**src/rtl/uart_pkg.sv**
```systemverilog
// rtl/uart_pkg.sv - shared types and ASCII constants for the uart echo buffer
package uart_pkg;

  // Transform applied to each byte as it leaves the FIFO
  typedef enum logic [1:0] {
    MODE_PASS  = 2'd0,
    MODE_UPPER = 2'd1,
    MODE_CRLF  = 2'd2,
    MODE_SINK  = 2'd3
  } mode_e;

  // Output FSM states
  typedef enum logic [1:0] {
    ST_IDLE    = 2'd0,
    ST_SEND    = 2'd1,
    ST_SEND_LF = 2'd2
  } state_e;

  localparam logic [7:0] ASCII_CR    = 8'h0D;
  localparam logic [7:0] ASCII_LF    = 8'h0A;
  localparam logic [7:0] ASCII_a     = 8'h61;
  localparam logic [7:0] ASCII_z     = 8'h7A;
  localparam logic [7:0] CASE_OFFSET = 8'h20;

  // Byte presented downstream for a given mode; only lowercase letters change
  function automatic logic [7:0] transform_byte(input mode_e m, input logic [7:0] b);
    if (m == MODE_UPPER && b >= ASCII_a && b <= ASCII_z) begin
      return b - CASE_OFFSET;
    end
    return b;
  endfunction

endpackage

```
**src/rtl/sync_fifo.sv**
```systemverilog
// rtl/sync_fifo.sv - single-clock byte FIFO with occupancy output
module sync_fifo #(
  parameter int DEPTH = 16
) (
  input  logic                     clk,
  input  logic                     rst_n,
  input  logic                     push,
  input  logic [7:0]               din,
  input  logic                     pop,
  output logic [7:0]               dout,
  output logic                     full,
  output logic                     empty,
  output logic [$clog2(DEPTH):0]   level
);

  localparam int AW = $clog2(DEPTH);

  logic [7:0]  mem [DEPTH];
  logic [AW:0] wr_ptr;
  logic [AW:0] rd_ptr;
  logic        do_push;
  logic        do_pop;

  // Full is judged on the pre-edge state, so a same-edge pop never makes room
  assign do_push = push && !full;
  assign do_pop  = pop && !empty;

  // Extra pointer MSB separates the full case from the empty case
  assign empty = (wr_ptr == rd_ptr);
  assign full  = (wr_ptr[AW] != rd_ptr[AW]) && (wr_ptr[AW-1:0] == rd_ptr[AW-1:0]);
  assign level = wr_ptr - rd_ptr;
  assign dout  = mem[rd_ptr[AW-1:0]];

  // Storage array carries no reset; contents are meaningless while empty
  always_ff @(posedge clk) begin
    if (do_push) begin
      mem[wr_ptr[AW-1:0]] <= din;
    end
  end

  // Pointer advance, wrapping naturally modulo 2*DEPTH
  always_ff @(posedge clk or negedge rst_n) begin
    if (!rst_n) begin
      wr_ptr <= '0;
      rd_ptr <= '0;
    end else begin
      if (do_push) wr_ptr <= wr_ptr + 1'b1;
      if (do_pop)  rd_ptr <= rd_ptr + 1'b1;
    end
  end

endmodule

```
**src/rtl/uart_echo_buffer.sv**
```systemverilog
// rtl/uart_echo_buffer.sv - byte FIFO between uart rx and tx with echo transforms
module uart_echo_buffer
  import uart_pkg::*;
#(
  parameter int FIFO_DEPTH     = 16,
  parameter int DROP_WHEN_FULL = 1
) (
  input  logic                          aclk,
  input  logic                          aresetn,
  input  logic                          s_axis_tvalid,
  input  logic [7:0]                    s_axis_tdata,
  output logic                          s_axis_tready,
  output logic                          m_axis_tvalid,
  output logic [7:0]                    m_axis_tdata,
  input  logic                          m_axis_tready,
  input  logic [1:0]                    mode,
  output logic [$clog2(FIFO_DEPTH):0]   fifo_level,
  output logic                          overflow,
  output logic [31:0]                   rx_count
);

  logic       fifo_full;
  logic       fifo_empty;
  logic [7:0] fifo_dout;
  logic       s_fire;
  logic       wr_ok;
  logic       fifo_pop;
  mode_e      mode_in;
  mode_e      mode_q;
  state_e     state;

  // In backpressure mode the port also reads not-ready while reset is held
  assign s_axis_tready = (DROP_WHEN_FULL != 0) ? 1'b1 : (aresetn && !fifo_full);
  assign s_fire        = s_axis_tvalid && s_axis_tready;
  assign wr_ok         = s_fire && !fifo_full;
  assign fifo_pop      = (state == ST_IDLE) && !fifo_empty;
  assign mode_in       = mode_e'(mode);

  sync_fifo #(
    .DEPTH (FIFO_DEPTH)
  ) u_fifo (
    .clk   (aclk),
    .rst_n (aresetn),
    .push  (s_fire),
    .din   (s_axis_tdata),
    .pop   (fifo_pop),
    .dout  (fifo_dout),
    .full  (fifo_full),
    .empty (fifo_empty),
    .level (fifo_level)
  );

  // Accepted-byte counter and sticky drop flag
  always_ff @(posedge aclk or negedge aresetn) begin
    if (!aresetn) begin
      rx_count <= '0;
      overflow <= 1'b0;
    end else begin
      if (wr_ok) rx_count <= rx_count + 32'd1;
      if (s_fire && fifo_full) overflow <= 1'b1;
    end
  end

  // Output FSM: pop in IDLE, hold byte in SEND, append LF after CR in SEND_LF
  always_ff @(posedge aclk or negedge aresetn) begin
    if (!aresetn) begin
      state         <= ST_IDLE;
      mode_q        <= MODE_PASS;
      m_axis_tvalid <= 1'b0;
      m_axis_tdata  <= '0;
    end else begin
      case (state)
        ST_IDLE: begin
          if (!fifo_empty) begin
            mode_q <= mode_in;
            if (mode_in != MODE_SINK) begin
              m_axis_tdata  <= transform_byte(mode_in, fifo_dout);
              m_axis_tvalid <= 1'b1;
              state         <= ST_SEND;
            end
          end
        end
        ST_SEND: begin
          if (m_axis_tready) begin
            if (mode_q == MODE_CRLF && m_axis_tdata == ASCII_CR) begin
              m_axis_tdata <= ASCII_LF;
              state        <= ST_SEND_LF;
            end else begin
              m_axis_tvalid <= 1'b0;
              state         <= ST_IDLE;
            end
          end
        end
        ST_SEND_LF: begin
          if (m_axis_tready) begin
            m_axis_tvalid <= 1'b0;
            state         <= ST_IDLE;
          end
        end
        default: begin
          m_axis_tvalid <= 1'b0;
          state         <= ST_IDLE;
        end
      endcase
    end
  end

endmodule

```
**config.mk**
```make
export PLATFORM = sky130hd
export DESIGN_NAME = uart_echo_buffer
export DESIGN_NICKNAME = d
export VERILOG_FILES = /design/src/rtl/uart_pkg.sv /design/src/rtl/sync_fifo.sv /design/src/rtl/uart_echo_buffer.sv
export SDC_FILE = /design/constraint.sdc
export NUM_CORES = 1
export LEC_CHECK = 0
export BUFFER_PORTS_ARGS = -buffer_cell sky130_fd_sc_hd__buf_2
export CORE_UTILIZATION = 64
export DETAILED_ROUTE_END_ITERATION = 8
export GPL_TIMING_DRIVEN = 0
export PLACE_DENSITY = 0.84
export REMOVE_ABC_BUFFERS = 1
export SLEW_MARGIN = 20
export SYNTH_ARGS = -nofsm -noshare
export SYNTH_HDL_FRONTEND = slang
export SYNTH_HIERARCHICAL = 1
export SYNTH_SLANG_ARGS = --single-unit
```
**constraint.sdc**
```tcl
create_clock -name aclk -period 8.8 [get_ports aclk]
set_clock_uncertainty 0.2 [all_clocks]
set_input_delay 1.32 -clock aclk [delete_from_list [all_inputs] [get_ports aclk]]
set_output_delay 1.32 -clock aclk [all_outputs]
set_load 0.1 [all_outputs]
```
==> reports/results.ini <==
[grt]
grt_usage_pct=25.8
antenna_found_initial=0
layer_with_the_highest_usage=met2
gr-usage-met1_pct=34.3
grt_first_pass_wirelength_um=23500
grt.met2_usage_pct=41.1
first_global_vias=4310
grt_remaining_overflow=0
use_met3_pct=5.57
pin_count_of_the_biggest_net_entering_global_routing=57

[finish]
stdcell_count=701
antenna_cells_inserted=0
area.growth.synth_to_final_pct=12.4
finalCoreUtilization_pct=73.6
design.final.nets=567
layout.cell_area.non_filler_mm2=0.00884
post_route_cells_drive_above_1_share_pct=22.2

[setup_path]
sort_of_element_at_the_end_of_the_critical_path=primary output
rr_startpoint=u_fifo/rd_ptr[1]
worst-r2r-setup-slack_ns=4.96
crit_path_max_fanout=20
worst_endpoint_required_time_ns=7.28
crit_arrival_ns=3.06
worstSetupPathType=flip-flop to primary output
worstSetupStartpointType=flip-flop
r2r.worst_path.cells=8
critical_path.reg2reg.endpoint=rx_count[17]

[timing]
finalSetupTns_ns=0
report.final.slew_viol_count=0
hold_slack_ns=0.281
relSlewSlack_pct=25.5
tightestPinTransition_ns=1.11
final_hold_viol_count=0
setup_viol_count_final=0
rsz0062_at_grt=false
layout_setup_ws_ns=4.22
achievable-frequency_ghz=0.218
finalCritPeriodShare_pct=52.1
final_period_minus_worst_setup_slack_ns=4.58

[detailed_routing]
postRouteAntennaNets=0
detailedRoute.firstIterationViolations=397
drt_pre_antenna_iters=5
detail_route.wirelength_um=15400
vias=4417
detail_route.vias_per_cell=6.30
routed_wl_per_cell_um=22.0
detail_route.drc_violations=0

[logic_synthesis]
synth.distinct_cells=57
post-synth-top-area-fraction_pct=48.9
synth_top_cell_by_area=sky130_fd_sc_hd__edfxtp_1
sequential_fraction_of_the_synthesis_area_pct=66.7
synth.ff_latch_count=184
synth_edf_count=128
synthTopCellsByCount=sky130_fd_sc_hd__edfxtp_1, sky130_fd_sc_hd__dfrtp_1, sky130_fd_sc_hd__xnor2_1, sky130_fd_sc_hd__mux2i_1, sky130_fd_sc_hd__nand2_1
ys_async_sr_fraction_pct=30.4
synth.avg_cell_area_um2=16.4
synth_cells=480
yosys_warnings=6
synth_flop_cell=sky130_fd_sc_hd__edfxtp_1
yosys-top-cells-area=sky130_fd_sc_hd__edfxtp_1, sky130_fd_sc_hd__dfrtp_1, sky130_fd_sc_hd__mux4_2, sky130_fd_sc_hd__xnor2_1, sky130_fd_sc_hd__mux4_1
post-synth-top-count-cell=sky130_fd_sc_hd__edfxtp_1
netlist_area_mm2=0.00786

[die]
floorplan.io_pins=62
initial_utilization_pct=65.5
die_w_um=113
core_area_mm2=0.0120
std_cell_rows=40
die_h_um=113
dieArea_mm2=0.0127

[placement]
pre_cts_slack_ns=4.65
port-buffer-count=60
detailedPlacementHpwl_um=9790
placement.cell_area_mm2=0.00822
gp_congestion=0.799
placedCellCount=669

[min_path]
hold_path.startpoint=rx_count[31]
worstHoldEndpoint=rx_count[31]
hold-path-cell-count=1
timing.hold.worst.class=flip-flop to flip-flop

[pwr]
leak_nw=3.45
power.density_cell_area_mw_per_mm2=391
post-layout-total-power_mw=3.45
ir_worst_vdd_mv=0.278

[run_status]
status=completed

[clocking]
cts-resized-gates=0
clkLatencyLatePin_ns=0.43
tritoncts_clock_tree=done
cts_made_buffers=17
clkSlewWorstSetupHoldPaths_ns=0.07
root_buffer=sky130_fd_sc_hd__clkbuf_16
ctsHtreeMaxLevel=4
postCtsSetupBuffers=0
ctsLongestPathBuffers=2
hold_buffers=0
clkSinkCount=184

[job]
drv.max_cap_violation_count=0

[where the power goes]
part	switching (mW)	internal, mW
sequential	0.170	1.06
combinational	1.02	0.405
clock	0.319	0.478
total	1.51	1.95
[placed cells by master (no fill, tap or decap), types with 2 or more instances in the layout]
master	instances
sky130_fd_sc_hd__nor3_1	5
sky130_fd_sc_hd__nand2_1	23
sky130_fd_sc_hd__o21ai_1	11
sky130_fd_sc_hd__and3_1	11
sky130_fd_sc_hd__nor3b_2	4
sky130_fd_sc_hd__edfxtp_1	128
sky130_fd_sc_hd__bufinv_16	4
sky130_fd_sc_hd__a22o_1	4
sky130_fd_sc_hd__nor2b_1	2
sky130_fd_sc_hd__xnor2_1	32
sky130_fd_sc_hd__and2_1	10
sky130_fd_sc_hd__xor2_1	10
sky130_fd_sc_hd__ha_1	11
sky130_fd_sc_hd__clkinv_4	3
sky130_fd_sc_hd__o22a_1	2
sky130_fd_sc_hd__buf_2	59
sky130_fd_sc_hd__mux4_1	10
sky130_fd_sc_hd__or2_2	2
sky130_fd_sc_hd__a21o_1	5
sky130_fd_sc_hd__nor2_1	7
sky130_fd_sc_hd__clkinvlp_4	2
sky130_fd_sc_hd__o21ai_0	8
sky130_fd_sc_hd__nand4_1	12
sky130_fd_sc_hd__a21oi_1	3
sky130_fd_sc_hd__inv_8	2
sky130_fd_sc_hd__a221oi_1	7
sky130_fd_sc_hd__mux2_2	3
sky130_fd_sc_hd__nor4b_1	2
sky130_fd_sc_hd__inv_1	12
sky130_fd_sc_hd__a32o_1	2
sky130_fd_sc_hd__clkbuf_16	17
sky130_fd_sc_hd__mux2i_1	24
sky130_fd_sc_hd__and4_1	5
sky130_fd_sc_hd__dfrtp_1	54
sky130_fd_sc_hd__nand3_1	16
sky130_fd_sc_hd__mux4_2	14
[critical path, cell delays in order (launching register included)]
cell                      delay (ns)
sky130_fd_sc_hd__dfrtp_1        0.98
sky130_fd_sc_hd__inv_1          0.24
sky130_fd_sc_hd__fa_1           0.48
sky130_fd_sc_hd__a21o_1         0.19
sky130_fd_sc_hd__a21oi_1        0.18
sky130_fd_sc_hd__xnor2_1        0.13
sky130_fd_sc_hd__buf_2          0.44
[layout make-up]
| cell class | count | area (um2) |
|---|---|---|
| clock inverter | 14 | 198 |
| timing repair buffer | 61 | 323 |
| tap | 147 | 184 |
| clock buffer | 18 | 429 |
| multi-input combinational | 265 | 2410 |
| fill | 695 | 3170 |
| sequential | 184 | 5250 |
| inverter | 12 | 45.0 |
[metal layers]
metal,part of all wire (%),routed length [um]
met1,41,6290
met2,51,7800
met3,6.0,928
met4,2.5,387
met5,0,0
[state kept, by name, indices dropped and copies added (netlist names)]
| register | count |
|---|---|
| m_axis_tdata | 8 |
| m_axis_tvalid | 1 |
| mode_q | 2 |
| overflow | 1 |
| rx_count | 32 |
| state | 2 |
| u_fifo/mem | 128 |
| u_fifo/rd_ptr | 5 |
| u_fifo/wr_ptr | 5 |
[worst max-delay path by stage]
| stage | cells past startpoint | start | to |
|---|---|---|---|
| 6_report | 6 | u_fifo/rd_ptr[1] | fifo_level[4] |
| 5_1_grt | 6 | u_fifo/rd_ptr[1] | fifo_level[4] |
| 4_1_cts | 6 | u_fifo/rd_ptr[1] | fifo_level[4] |
| 3_5_place_dp | 6 | u_fifo/rd_ptr[1] | fifo_level[4] |
| 3_3_place_gp | 7 | u_fifo/rd_ptr[0] | fifo_level[4] |
| 2_1_floorplan | 4 | u_fifo/rd_ptr[0] | fifo_level[2] |
[logic make-up after synthesis]
logic type / synth area share [%]
buf+inv: 2.86
fa+ha+maj: 2.13
simple gates: 8.04
xor+xnor: 4.88
mux: 10.8
compound gates: 4.50
flops: 66.7
other cells: 0.0477
Note: power is estimated with default switching activity, not from simulation.
